## src/rtl/fetch_unit.sv

```systemverilog
// Purpose : instruction fetch front end with a one-entry instruction buffer,
//           branch redirect, and a sticky misaligned-target error state.
// Latency : a memory word is presented on instrValid one cycle after its imemAck;
//           the first request is issued on the second clock edge after reset release.
// Backpressure: stall holds the buffered instruction; a word acked while the buffer
//           is still stalled is dropped and its address refetched after the drain.
//
// Ports:
//   clock, reset              clock and async active-low reset
//   pcOut / pcNext            current PC to the external +4 adder, adder result back
//   branchTaken/branchTarget  redirect request and address
//   stall                     downstream not ready (consume = instrValid & ~stall)
//   imemReq/imemAddr          memory request and address (address = PC)
//   imemAck/imemData          memory response strobe and word
//   instrValid/instruction/instrPc  buffered instruction and its address
//   fetchError                sticky misaligned-branch flag
//   fetchCount                instructions consumed downstream (wraps)
module fetch_unit #(
    parameter logic [31:0] RESET_ADDR = 32'h0000_0000
) (
    input  logic        clock,
    input  logic        reset,
    output logic [31:0] pcOut,
    input  logic [31:0] pcNext,
    input  logic        branchTaken,
    input  logic [31:0] branchTarget,
    input  logic        stall,
    output logic        imemReq,
    output logic [31:0] imemAddr,
    input  logic        imemAck,
    input  logic [31:0] imemData,
    output logic        instrValid,
    output logic [31:0] instruction,
    output logic [31:0] instrPc,
    output logic        fetchError,
    output logic [15:0] fetchCount
);

    typedef enum logic [2:0] {
        START   = 3'd0,
        REQ     = 3'd1,
        DISCARD = 3'd2,
        FULL    = 3'd3,
        ERROR   = 3'd4
    } state_t;

    state_t      state;
    logic [31:0] pc;
    logic [31:0] target_q;   // redirect address remembered while an old request drains
    logic        armed;      // START spends one full cycle after reset release

    logic consume;
    logic bad_branch;

    // A branch cycle never counts as a consume: the redirect kills the buffer entry.
    assign consume    = instrValid && !stall && !branchTaken;
    assign bad_branch = branchTaken && (branchTarget[1:0] != 2'b00) && (state != ERROR);

    // The memory address is always the current PC; it only moves on an ack or on
    // an error redirect (which also drops imemReq), so it is stable while waiting.
    assign pcOut    = pc;
    assign imemAddr = pc;

    always_ff @(posedge clock or negedge reset) begin
        if (!reset) begin
            state       <= START;
            pc          <= RESET_ADDR;
            target_q    <= RESET_ADDR;
            armed       <= 1'b0;
            imemReq     <= 1'b0;
            instrValid  <= 1'b0;
            instruction <= 32'h0000_0000;
            instrPc     <= 32'h0000_0000;
            fetchError  <= 1'b0;
            fetchCount  <= 16'h0000;
        end else if (bad_branch) begin
            // Misaligned redirect: park with the offending target; only reset leaves.
            state      <= ERROR;
            fetchError <= 1'b1;
            imemReq    <= 1'b0;
            instrValid <= 1'b0;
            pc         <= branchTarget;
        end else begin
            if (consume) begin
                fetchCount <= fetchCount + 16'd1;
                instrValid <= 1'b0;
            end

            case (state)
                START: begin
                    if (branchTaken) begin
                        pc      <= branchTarget;
                        state   <= REQ;
                        imemReq <= 1'b1;
                    end else if (armed) begin
                        state   <= REQ;
                        imemReq <= 1'b1;
                    end else begin
                        armed <= 1'b1;
                    end
                end

                REQ: begin
                    if (branchTaken) begin
                        instrValid <= 1'b0;
                        if (imemAck) begin
                            // Response for the old path is dropped; fetch target next.
                            pc <= branchTarget;
                        end else begin
                            // Request still outstanding: let it finish, then redirect.
                            target_q <= branchTarget;
                            state    <= DISCARD;
                        end
                    end else if (imemAck) begin
                        // The word is only taken if the buffer is free or drains now;
                        // otherwise PC is left alone so the same word is fetched again.
                        if (!instrValid || !stall) begin
                            instruction <= imemData;
                            instrPc     <= pc;
                            pc          <= pcNext;
                            instrValid  <= 1'b1;
                        end
                        if (stall) begin
                            state   <= FULL;
                            imemReq <= 1'b0;
                        end
                    end
                end

                DISCARD: begin
                    if (imemAck) begin
                        pc    <= branchTaken ? branchTarget : target_q;
                        state <= REQ;
                    end else if (branchTaken) begin
                        target_q <= branchTarget;
                    end
                end

                FULL: begin
                    if (branchTaken) begin
                        instrValid <= 1'b0;
                        pc         <= branchTarget;
                        state      <= REQ;
                        imemReq    <= 1'b1;
                    end else if (!stall) begin
                        state   <= REQ;
                        imemReq <= 1'b1;
                    end
                end

                default: begin
                    // ERROR: hold everything until reset.
                end
            endcase
        end
    end

endmodule

```

## config.mk

```make
export PLATFORM = sky130hd
export DESIGN_NAME = fetch_unit
export DESIGN_NICKNAME = d
export VERILOG_FILES = /design/src/rtl/fetch_unit.sv
export SDC_FILE = /design/constraint.sdc
export NUM_CORES = 1
export LEC_CHECK = 0
export CAP_MARGIN = 20
export CORE_MARGIN = 10
export CORE_UTILIZATION = 40
export CTS_BUF_LIST = sky130_fd_sc_hd__clkbuf_16
export DETAILED_ROUTE_END_ITERATION = 12
export GPL_TIMING_DRIVEN = 0
export PLACE_DENSITY = 0.85
export SYNTH_ARGS = -nofsm -noshare
export SYNTH_HDL_FRONTEND = slang
export SYNTH_SLANG_ARGS = --single-unit
```

## constraint.sdc

```tcl
create_clock -name clock -period 3.6 [get_ports clock]
set_input_delay 0.72 -clock clock [delete_from_list [all_inputs] [get_ports clock]]
set_output_delay 0.72 -clock clock [all_outputs]
set_load 0.02 [all_outputs]
```

Yosys cells after proc, flatten, opt, wreduce, memory -nomap -nowiden
Cells that the tools add are included.
{ "word_totals": {"out_inout_bits": 147, "register_bits": 151} }
{ "op_classes": {"reduce_logical": 22, "eq_ne": 18, "bitwise_logic": 2, "mux": 40, "n_addsub": 1} }
{ "ops": {"columns": ["operator", "count"], "rows": [
  ["two-way mux 32 bit", 11],
  ["one-hot mux 32 bit (3 select lines)", 1],
  ["one-hot mux 32 bit (2 select lines)", 1],
  ["two-way mux 3 bit", 10],
  ["inequality test 4 bit (second input constant)", 6],
  ["adder 16 x 1 -> 16 bit (second input constant)", 1],
  ["inequality test 3 bit (second input constant)", 5],
  ["AND reduction 5 bit", 3],
  ["two-way mux 1 bit", 14],
  ["one-hot mux 3 bit (4 select lines)", 1],
  ["nonzero test 4 bit", 2],
  ["AND reduction 7 bit", 1],
  ["equality test 3 x 2 -> 1 bit (second input constant)", 2],
  ["inequality test 2 bit (second input constant)", 3],
  ["AND reduction 6 bit", 1],
  ["nonzero test 5 bit", 1],
  ["logical AND 1 bit", 4],
  ["nonzero test 2 bit", 2],
  ["equality test 3 x 1 -> 1 bit (second input constant)", 1],
  ["logical NOT 1 bit", 3],
  ["logical NOT 3 bit", 1],
  ["inequality test 3 x 1 -> 1 bit (second input constant)", 1],
  ["one-hot mux 1 bit (3 select lines)", 1],
  ["AND reduction 3 bit", 1],
  ["other kinds (5)", 6]
]} }

Longest topological paths before layout
Gate-level depths: netlist of the first run.
{ "depth": {"ltp_word": 9, "ltp_mapped": 8, "mapped_depth_nobuf": 5} }

Worst setup path before layout of the first run
OpenSTA, ideal clock, no wires.
{ "synth_path": {"path_kind": "input -> register", "from": "input port branchTaken", "to": "register target_q[10]", "t_arrival_ns": 1.810, "required_time_ns": 3.475, "path_stages": 5, "path_buffers": 1, "setup_slack_ns": 1.665, "setup_ns": 0.125, "path_cell_list": "nor2b_1 > nand2_1 > nor3_2 > buf_2 > mux2_2"} }
{ "synth_via": {"elab_chain_len": 4} }
{ "synth_lines": {"columns": ["element", "line_no", "text"], "rows": [
  ["from (decl)", "25", "input logic branchTaken,"],
  ["parallel branches: the longest is 4 deep, another holds two-way mux 32 bit", null, null],
  ["to (signal assigned)", "111", "target_q <= branchTarget;"],
  ["to (signal assigned)", "135", "target_q <= branchTarget;"],
  ["to (decl)", "49", "logic [31:0] target_q;"]
]} }
Parallel ways; which one is timed is not known. The select of a mux whose other input is x is not followed.
A chain may end at the register's enable or synchronous reset.

Final worst setup path of the first run
{ "layout_path": {"from": "input port branchTaken", "to": "register pc[28], in the netlist imemAddr[28]"} }
{ "layout_via": {"elab_chain_len": 4} }
{ "layout_lines": {"columns": ["element", "line_no", "text"], "rows": [
  ["two-way mux 32 bit or logical AND 1 bit (tied branches)", null, null],
  ["two-way mux 32 bit or logical AND 1 bit (tied branches)", "131, 57", null],
  ["one-hot mux 32 bit (3 select lines) (tied with other cells)", "89", "case (state)"],
  ["two-way mux 32 bit or AND reduction 5 bit (tied branches)", null, null],
  ["to (signal assigned)", "82", "pc <= branchTarget;"],
  ["to (signal assigned)", "92", "pc <= branchTarget;"],
  ["to (signal assigned)", "132", "pc <= branchTaken ? branchTarget : target_q;"],
  ["to (decl)", "48", "logic [31:0] pc;"]
]} }
Parallel ways exist; a longest one is shown, timed or not. The select of a mux whose other input is x is not followed.

==> results of run 1 <==
## stage by stage
step	utilization (%)	std cells	setup TNS (ns)	hold slack [ns]
finish	61.1	1036	0	0.286
global route	61.1	1036	0	0.328
CTS	61.1	1036	0	0.313
detailed placement	57.5	1004	0	0.454
global placement	57.3	1003	-682.78	0.451
floorplan	-	536	0	0.424
## layout make-up
| cell class | count | area share (%) |
|---|---|---|
| Clock inverter | 15 | 1.78 |
| Multi-Input combinational cell | 317 | 24.9 |
| Tap cell | 220 | 2.73 |
| Buffer | 65 | 3.89 |
| Sequential cell | 151 | 37.5 |
| Timing Repair Buffer | 248 | 24.8 |
| Inverter | 3 | 0.112 |
| Clock buffer | 17 | 4.23 |
## state kept, by name, indices dropped and copies added, names as in the netlist, 3 cells and up
register     count
imemAddr        32
instrPc         32
instruction     32
target_q        32
fetchCount      16
state            3
## where the power goes
part / internal [mW] / switching (mW)
Clock: 1.09 / 0.726
Combinational: 0.628 / 0.565
Sequential: 1.80 / 0.116
## layer usage
metal | wire length, µm | global-route usage, % | vias up | share of wire (%)
met5 | 0 | 0 | - | 0
met4 | 253 | 5.45 | 0 | 1.2
met3 | 1350 | 5.28 | 17 | 6.5
met2 | 10600 | 31.5 | 190 | 51
met1 | 8500 | 21.6 | 2637 | 41
li1 | - | - | 2445 | -
## how the worst min path moves through the flow
stage | start | end | slack, ns | depth (start not counted)
floorplan | reset | armed$_DFFE_PN0P_ | 0.42 | 0
global placement | fetchError$_DFFE_PN0P_ | fetchError$_DFFE_PN0P_ | 0.45 | 1
detailed placement | fetchError$_DFFE_PN0P_ | fetchError$_DFFE_PN0P_ | 0.45 | 1
CTS | reset | instruction[10]$_DFFE_PN0P_ | 0.31 | 1
global route | reset | fetchCount[13]$_DFFE_PN0P_ | 0.33 | 1
finish | reset | fetchCount[13]$_DFFE_PN0P_ | 0.29 | 1
## Yosys cell counts, types with 2 or more instances
| cell type | instances | share of area (%) |
|---|---|---|
| dfrtp_1 | 151 | 57 |
| mux2_2 | 95 | 16 |
| nor2_1 | 39 | 2.2 |
| a21oi_1 | 38 | 2.8 |
| a2bb2oi_1 | 32 | 4.2 |
| buf_4 | 32 | 3.6 |
| a22oi_1 | 31 | 3.5 |
| buf_2 | 22 | 1.6 |
| nand2_1 | 13 | 0.73 |
| xnor2_1 | 12 | 1.6 |
| clkbuf_1 | 10 | 0.56 |
| nand3_1 | 9 | 0.67 |
| nor2b_1 | 6 | 0.56 |
| o21ai_0 | 4 | 0.30 |
| and3_1 | 3 | 0.28 |
| inv_1 | 3 | 0.17 |
| xor2_1 | 3 | 0.39 |
| a21o_1 | 2 | 0.22 |
| a31oi_1 | 2 | 0.19 |
| mux2_1 | 2 | 0.34 |
| nand2b_1 | 2 | 0.19 |
| nand4_1 | 2 | 0.19 |
| nor3b_1 | 2 | 0.22 |
| o21ai_1 | 2 | 0.15 |
## kinds of logic (layout without fill, tap and decap cells)
kind of cell | Yosys count | count (layout) | share of synthesized area, %
DFF | 151 | 151 | 56.5
AOI/OAI and AO/OA | 122 | 122 | 13.0
muxes | 97 | 97 | 16.3
and+or+nand+nor | 81 | 81 | 5.78
buffers and inverters | 68 | 348 | 6.02
xor gates and xnor gates | 16 | 16 | 2.21
adders and majority gates | 1 | 1 | 0.187
==> impl_metrics.py, run 1 <==
metrics = {
    "synthesis": {
        "seq_area_frac_synth_pct": 56.5,
        "synth.net_count": 638,
        "ys.flop_type": "dfrtp_1",
        "synthCells": 536,
        "synth_edf_count": 0,
        "avgSynthCellArea_um2": 12.5,
        "ys_ff_latch": 151,
        "async_flop_share_pct": 100,
        "ys_types": 43,
        "yosysWarnings": 0,
        "synth_area_um2": 6690,
    },
    "clock_tree": {
        "post_cts_buffers": 0,
        "cts_buffers": 17,
        "htreeDepth": 4,
        "path_clk_slew_ns": 0.06,
        "clock_path_buffers": 2,
        "cts_hold_buf": 0,
        "cts_tree": "built",
        "cts.sinks": 151,
        "cts_resized": 0,
        "clkLatencyLatePin_ns": 0.42,
        "cts-root-buf": "clkbuf_16",
    },
    "finish": {
        "fin_area_um2": 10100,
        "mostFrequentLayoutCell": "clkdlybuf4s50_1",
        "layout_common_cells": "clkdlybuf4s50_1 (246), dfrtp_1 (151), mux2_2 (95), nor2_1 (39), a21oi_1 (38)",
        "nets": 905,
        "fill_cells": 1330,
        "seqCellArea_um2": 3780,
        "area_growth_pct": 50.6,
        "multi_input_area_um2": 2510,
        "drive_gt1_share_pct": 23.0,
        "n_antenna_cell": 0,
    },
    "worst_setup_path": {
        "path_cells": "clkdlybuf4s50_1, clkbuf_1, a21o_1, clkbuf_1, a2bb2oi_1, a21oi_1",
        "cp-endpoint": "imemAddr[28]$_DFFE_PN0P_",
        "path_buf_inv": 3,
        "rrSetupSlack_ns": 1.49,
        "critPathTopFamily": "buffers and inverters",
        "critPathMaxStageDelay_ns": 0.64,
        "cp.depth": 6,
        "crit_path_start": "branchTaken",
        "r2r-end": "imemAddr[28]$_DFFE_PN0P_",
        "cp-end-kind": "register",
        "crit_path_top_delay_cell": "clkdlybuf4s50_1",
        "timing.rr.start": "state[2]$_DFFE_PN0P_",
        "cp.required_ns": 3.94,
        "critPathMaxFanout": 10,
        "crit_path_start_kind": "input pin",
        "cp.arrival_ns": 2.97,
        "criticalPathCategory": "input pin to register",
        "cp_common_cell": "clkbuf_1",
        "reg2reg_depth": 7,
    },
    "power": {
        "power_mw": 4.93,
        "leakage_nw": 4.57,
        "vdd.ir_drop.worst_mv": 0.306,
        "powerDensity_nw_per_um2": 489,
    },
    "die": {
        "initial_core_util_pct": 40.6,
        "die_y_um": 149,
        "core_um2": 16500,
        "rows": 47,
        "die_width_um": 149,
        "dieArea_um2": 22300,
        "io_pins": 248,
    },
    "route": {
        "wl_per_cell_um": 19.9,
        "post_drt_via_cell_ratio": 5.11,
        "drt_iter0_drc": 349,
        "ant_nets": 0,
        "drc": 0,
        "wirelength_um": 20700,
        "num_vias": 5289,
        "dr.pass1.iters": 4,
    },
    "placed_design": {
        "gp_congestion": 0.872,
        "preCtsSetupSlack_ns": 0.486,
        "dp_hpwl_um": 15500,
        "place_area_um2": 9460,
        "numPortBuffers": 247,
    },
    "timing": {
        "clock_skew_ns": 0.00880,
        "fmax_mhz": 380,
        "setup_ws_ns": 0.972,
        "rsz0062_at_grt": "no",
        "final_max_slew_viol_count": 0,
        "fin_crit_sh_pct": 73.0,
        "max_slew.worst_pin.slew_ns": 0.634,
        "fin_crit_ns": 2.63,
        "setup_viol": 0,
        "slew_headroom_pct": 57.7,
        "hold_viol": 0,
    },
    "grt": {
        "grt_overflow": 0,
        "grt_max_degree": 89,
        "grt_pass1_wl_um": 31800,
        "grt_usage_pct": 18.3,
        "grt_pass1_vias": 5542,
        "antenna_found_initial": 0,
    },
    "status": {
        "status": "finished clean",
    },
    "job": {
        "maxCapViolations": 0,
    },
    "worst_hold_path": {
        "hold_class": "input pin to async pin",
    },
}
Power figures use the tool's default switching activity.
==> inputs of run 2 (changes only) <==
--- a/config.mk
+++ b/config.mk
@@ -11,7 +11,7 @@
 export CTS_BUF_LIST = sky130_fd_sc_hd__clkbuf_16
 export DETAILED_ROUTE_END_ITERATION = 12
 export GPL_TIMING_DRIVEN = 0
-export PLACE_DENSITY = 0.85
+export PLACE_DENSITY = 0.88
 export SYNTH_ARGS = -nofsm -noshare
 export SYNTH_HDL_FRONTEND = slang
 export SYNTH_SLANG_ARGS = --single-unit
==> constraint.sdc (replaced) <==
create_clock -name clock -period 2.2 [get_ports clock]
set_input_delay 0.44 -clock clock [delete_from_list [all_inputs] [get_ports clock]]
set_output_delay 0.44 -clock clock [all_outputs]
set_load 0.02 [all_outputs]
==> impl_metrics.py, run 2 (synthesis results as in run 1) <==
metrics = {
    "status": {
        "status": "finished clean",
    },
    "placed_design": {
        "preCtsSetupSlack_ns": -0.543,
        "dp_cells": 1004,
        "numPortBuffers": 247,
        "gp_congestion": 0.854,
        "dp_hpwl_um": 15500,
    },
    "timing": {
        "fin_crit_ns": 2.09,
        "setup_ws_ns": 0.115,
        "fmax_mhz": 480,
        "final_max_slew_viol_count": 0,
        "fin_crit_sh_pct": 94.8,
        "rsz0062_at_grt": "no",
        "max_slew.worst_pin.slew_ns": 0.628,
        "hold_viol": 0,
        "setup_viol": 0,
        "slew_headroom_pct": 58.1,
        "timing.hold.ws_ns": 0.0250,
        "clock_skew_ns": 0.0199,
    },
    "clock_tree": {
        "clkLatencyLatePin_ns": 0.42,
        "cts.sinks": 151,
        "clock_path_buffers": 2,
        "cts_tree": "built",
        "path_clk_slew_ns": 0.06,
        "cts-root-buf": "clkbuf_16",
        "cts_hold_buf": 0,
        "htreeDepth": 4,
        "cts_buffers": 17,
    },
    "grt": {
        "grt_pass1_vias": 5720,
        "busiest_layer": "met2",
        "use_met2_pct": 30.8,
        "grt_usage_pct": 18.3,
        "met3_usage_pct": 6.25,
        "antenna_found_initial": 3,
        "grt_pass1_wl_um": 31900,
        "grt_use_met1_pct": 20.4,
        "grt_overflow": 0,
        "grt_max_degree": 85,
    },
    "finish": {
        "final_cells": 1041,
        "layout_common_cells": "clkdlybuf4s50_1 (245), dfrtp_1 (151), mux2_2 (95), nor2_1 (39), a21oi_1 (38)",
        "finish.utilization_pct": 61.5,
        "nets": 907,
        "mostFrequentLayoutCell": "clkdlybuf4s50_1",
        "drive_gt1_share_pct": 23.8,
        "area_growth_pct": 51.3,
    },
    "worst_setup_path": {
        "crit_path_top_delay_cell": "clkdlybuf4s50_1",
        "cp.required_ns": 1.76,
        "cp-endpoint": "pcOut[23]",
        "rrSetupSlack_ns": 0.15,
        "cp-end-kind": "output port",
        "reg2reg_depth": 7,
        "cp.arrival_ns": 1.65,
        "crit_path_start": "imemAddr[23]$_DFFE_PN0P_",
        "crit_path_start_kind": "register",
        "criticalPathCategory": "register to output port",
        "critPathMaxStageDelay_ns": 0.59,
        "timing.rr.start": "state[2]$_DFFE_PN0P_",
        "path_cells": "buf_4, clkdlybuf4s50_1",
        "r2r-end": "imemAddr[8]$_DFFE_PN0P_",
        "critPathMaxFanout": 4,
    },
    "power": {
        "power_mw": 8.07,
        "vdd.ir_drop.worst_mv": 0.500,
        "powerDensity_nw_per_um2": 798,
        "leakage_nw": 4.60,
    },
    "die": {
        "die_y_um": 149,
        "die_width_um": 149,
        "core_um2": 16500,
        "io_pins": 248,
        "dieArea_um2": 22300,
        "rows": 47,
        "initial_core_util_pct": 40.6,
    },
    "route": {
        "wirelength_um": 20700,
        "drc": 0,
        "ant_nets": 0,
        "post_drt_via_cell_ratio": 5.13,
        "dr.pass1.iters": 4,
        "num_vias": 5337,
        "wl_per_cell_um": 19.9,
        "drt_iter0_drc": 269,
    },
    "worst_hold_path": {
        "hold_class": "input pin to async pin",
    },
    "job": {
        "maxCapViolations": 0,
    },
}
run 2: worst min path at each step:
stage | from | endpoint | slack [ns] | cells past startpoint
floorplan | reset | armed$_DFFE_PN0P_ | 0.14 | 0
global placement | fetchError$_DFFE_PN0P_ | fetchError$_DFFE_PN0P_ | 0.45 | 1
detailed placement | fetchError$_DFFE_PN0P_ | fetchError$_DFFE_PN0P_ | 0.46 | 1
CTS | reset | fetchCount[7]$_DFFE_PN0P_ | 0.04 | 1
global route | reset | fetchCount[7]$_DFFE_PN0P_ | 0.05 | 1
finish | reset | fetchCount[7]$_DFFE_PN0P_ | 0.03 | 1
run 2: cell type report:
type / instances / area (µm²)
multi-input combinational: 317 / 2510
inverter: 3 / 11.3
fill: 1324 / 6350
clock inverter: 15 / 176
sequential: 151 / 3780
timing repair buffer: 250 / 2520
tap: 220 / 275
antenna: 3 / 7.51
clock buffer: 17 / 425
buffer: 65 / 412
run 2: what timing repair did:
action	in CTS	in global routing
cloned	0	0
resized for setup	5	11
pin swaps	0	1
endpoints found under the setup margin	58	84
buffers inserted	0	2
run 2: through the flow:
step	area [µm²]	setup TNS [ns]
after floorplan	6690	0
after global placement	9440	-884.61
after detailed placement	9460	-55.40
after CTS	10100	0
after global routing	10100	0
final	10100	0
run 2: metal layers:
metal / routed length [µm] / share of wire [%] / vias up
met5: 0 / 0 / -
met3: 1550 / 7.5 / 35
li1: - / - / 2450
met1: 7920 / 38 / 2662
met4: 555 / 2.7 / 0
met2: 10700 / 52 / 190
run 2: worst max-delay path: cells and delay by family (launching register included):
family,cells,cell delay (ns)
buffers and inverters,2,0.75
DFF,1,0.48
run 2: power breakdown:
part	switching [mW]	total, mW	internal, mW
Sequential	0.201	3.14	2.94
Clock	1.18	2.96	1.79
Combinational	0.931	1.97	1.04
Total	2.31	8.07	5.76
==> inputs of run 3 (changes only) <==
--- a/config.mk
+++ b/config.mk
@@ -7,11 +7,11 @@
 export LEC_CHECK = 0
 export CAP_MARGIN = 20
 export CORE_MARGIN = 10
-export CORE_UTILIZATION = 40
+export CORE_UTILIZATION = 25
 export CTS_BUF_LIST = sky130_fd_sc_hd__clkbuf_16
 export DETAILED_ROUTE_END_ITERATION = 12
 export GPL_TIMING_DRIVEN = 0
-export PLACE_DENSITY = 0.88
+export PLACE_DENSITY = 0.64
 export SYNTH_ARGS = -nofsm -noshare
 export SYNTH_HDL_FRONTEND = slang
 export SYNTH_SLANG_ARGS = --single-unit
==> impl_metrics.py, run 3 (synthesis results as in run 1) <==
metrics = {
    "power": {
        "power_mw": 8.25,
        "power.switching_mw": 2.35,
        "switching_share_pct": 28.5,
        "leakage_nw": 4.64,
        "vdd.ir_drop.worst_mv": 0.398,
        "p_seq_share_pct": 38.0,
        "clkPwrFrac_pct": 38.1,
        "powerDensity_nw_per_um2": 799,
        "p_comb_share_pct": 23.9,
        "p_int_mw": 5.90,
    },
    "clock_tree": {
        "path_clk_slew_ns": 0.07,
        "cts.sinks": 151,
        "clkLatencyLatePin_ns": 0.42,
        "cts-root-buf": "clkbuf_16",
        "cts_tree": "built",
        "cts_buffers": 17,
        "cts_hold_buf": 0,
        "clock_path_buffers": 2,
        "htreeDepth": 4,
    },
    "worst_setup_path": {
        "cp.required_ns": 2.50,
        "crit_path_start_kind": "input pin",
        "criticalPathCategory": "input pin to register",
        "critPathMaxFanout": 10,
        "rrSetupSlack_ns": 0.12,
        "timing.rr.start": "state[2]$_DFFE_PN0P_",
        "crit_path_start": "branchTaken",
        "cp.arrival_ns": 2.40,
        "cp-endpoint": "target_q[3]$_DFFE_PN0P_",
        "reg2reg_depth": 7,
        "cp-end-kind": "register",
        "r2r-end": "imemAddr[7]$_DFFE_PN0P_",
    },
    "finish": {
        "layout_common_cells": "clkdlybuf4s50_1 (246), dfrtp_1 (151), mux2_2 (95), buf_4 (43), nor2_1 (39)",
        "area_growth_pct": 54.3,
        "drive_gt1_share_pct": 24.1,
        "n_antenna_cell": 0,
        "mostFrequentLayoutCell": "clkdlybuf4s50_1",
        "finish.utilization_pct": 39.4,
        "fin_area_um2": 10300,
        "nets": 910,
    },
    "die": {
        "die_y_um": 184,
        "die_width_um": 184,
        "io_pins": 248,
        "rows": 59,
        "initial_core_util_pct": 25.5,
        "dieArea_um2": 33700,
        "core_um2": 26200,
    },
    "placed_design": {
        "place_area_um2": 9610,
        "gp_congestion": 0.769,
        "numPortBuffers": 247,
        "dp_hpwl_um": 16700,
        "preCtsSetupSlack_ns": -0.689,
    },
    "timing": {
        "setup_viol": 0,
        "slew_headroom_pct": 54.9,
        "final_max_slew_viol_count": 0,
        "fmax_mhz": 475,
        "setup_ws_ns": 0.0956,
        "hold_viol": 0,
        "fin_crit_ns": 2.10,
        "fin_crit_sh_pct": 95.7,
        "rsz0062_at_grt": "yes",
        "clock_skew_ns": 0.00960,
        "setup-tns-final_ns": 0,
        "max_slew.worst_pin.slew_ns": 0.677,
    },
    "job": {
        "maxCapViolations": 0,
    },
    "grt": {
        "antenna_found_initial": 2,
        "grt_max_degree": 79,
        "grt_overflow": 0,
        "grt_pass1_vias": 5432,
        "grt_pass1_wl_um": 33400,
        "grt_usage_pct": 12.9,
    },
    "route": {
        "ant_nets": 0,
        "drt_iter0_drc": 328,
        "num_vias": 5246,
        "wl_per_cell_um": 19.4,
        "dr.pass1.iters": 4,
        "wirelength_um": 22400,
        "drc": 0,
        "post_drt_via_cell_ratio": 4.54,
    },
    "status": {
        "status": "finished clean",
    },
    "worst_hold_path": {
        "hold_class": "input pin to async pin",
    },
}
==> run 3: cell types whose count changed in the layout (fill, tap and decap cells not counted), sizes merged <==
cell	before	now
clkinvlp	4	1
buf	55	63
clkbuf	31	26
diode	3	0
clkdlybuf4s50	245	246
clkinv	4	6
dlymetal6s2s	1	0
bufinv	3	4
==> run 3: worst max-delay path, stage by stage <==
cell and delay [ns]:
clkdlybuf4s50_1 0.66, nor2b_2 0.28, nand2_1 0.11, nor3_4 0.28, buf_4 0.27, mux2_2 0.35
==> run 3: final cells by class <==
cell class / instances / area [µm²]
inverters: 3 / 11.3
fillers: 2487 / 15900
well taps: 335 / 419
clock buffers: 17 / 425
repair buffers: 253 / 2550
plain buffers: 65 / 415
clock inverters: 15 / 200
multi-input cells: 317 / 2510
flip-flops and latches: 151 / 3780
==> run 3: how the worst min path moves through the flow <==
stage / slack (ns) / cells after the start / to / start
floorplan: 0.14 / 0 / armed$_DFFE_PN0P_ / reset
global placement: 0.45 / 1 / fetchError$_DFFE_PN0P_ / fetchError$_DFFE_PN0P_
detailed placement: 0.47 / 1 / instruction[6]$_DFFE_PN0P_ / reset
CTS: 0.01 / 1 / instruction[6]$_DFFE_PN0P_ / reset
global route: 0.02 / 1 / instrPc[19]$_DFFE_PN0P_ / reset
finish: 0.002 / 1 / instruction[6]$_DFFE_PN0P_ / reset
==> run 3: per-layer routing <==
layer	vias up	track usage [%]	part of all wire [%]
li1	2461	-	-
met1	2601	15.4	43
met2	165	21.3	49
met3	15	4.62	7.1
met4	4	3.51	1.3
met5	-	0	0.14
==> run 3: power by group through the flow <==
stage,Combinational [mW],Clock [mW],Sequential (mW)
6_report,1.97,3.14,3.13
5_1_grt,2.10,3.37,3.17
4_1_cts,2.00,3.24,3.14
3_5_place_dp,1.97,0,3.19
3_3_place_gp,1.95,0,3.19
2_1_floorplan,0.796,0,3.31
==> run 3: through the flow <==
stage / instances / hold slack, ns
global route: 1156 / 0.0228
floorplan: 536 / 0.144
finish: 1156 / 0.00200
global placement: 1118 / 0.453
detailed placement: 1119 / 0.466
CTS: 1154 / 0.0103
==> run 3: what timing repair did <==
item,in CTS,in global routing
setup endpoints to repair,74,51
endpoints found under the hold margin,0,0
pin swaps,1,1
buffers inserted,3,2
gates resized for setup,10,8
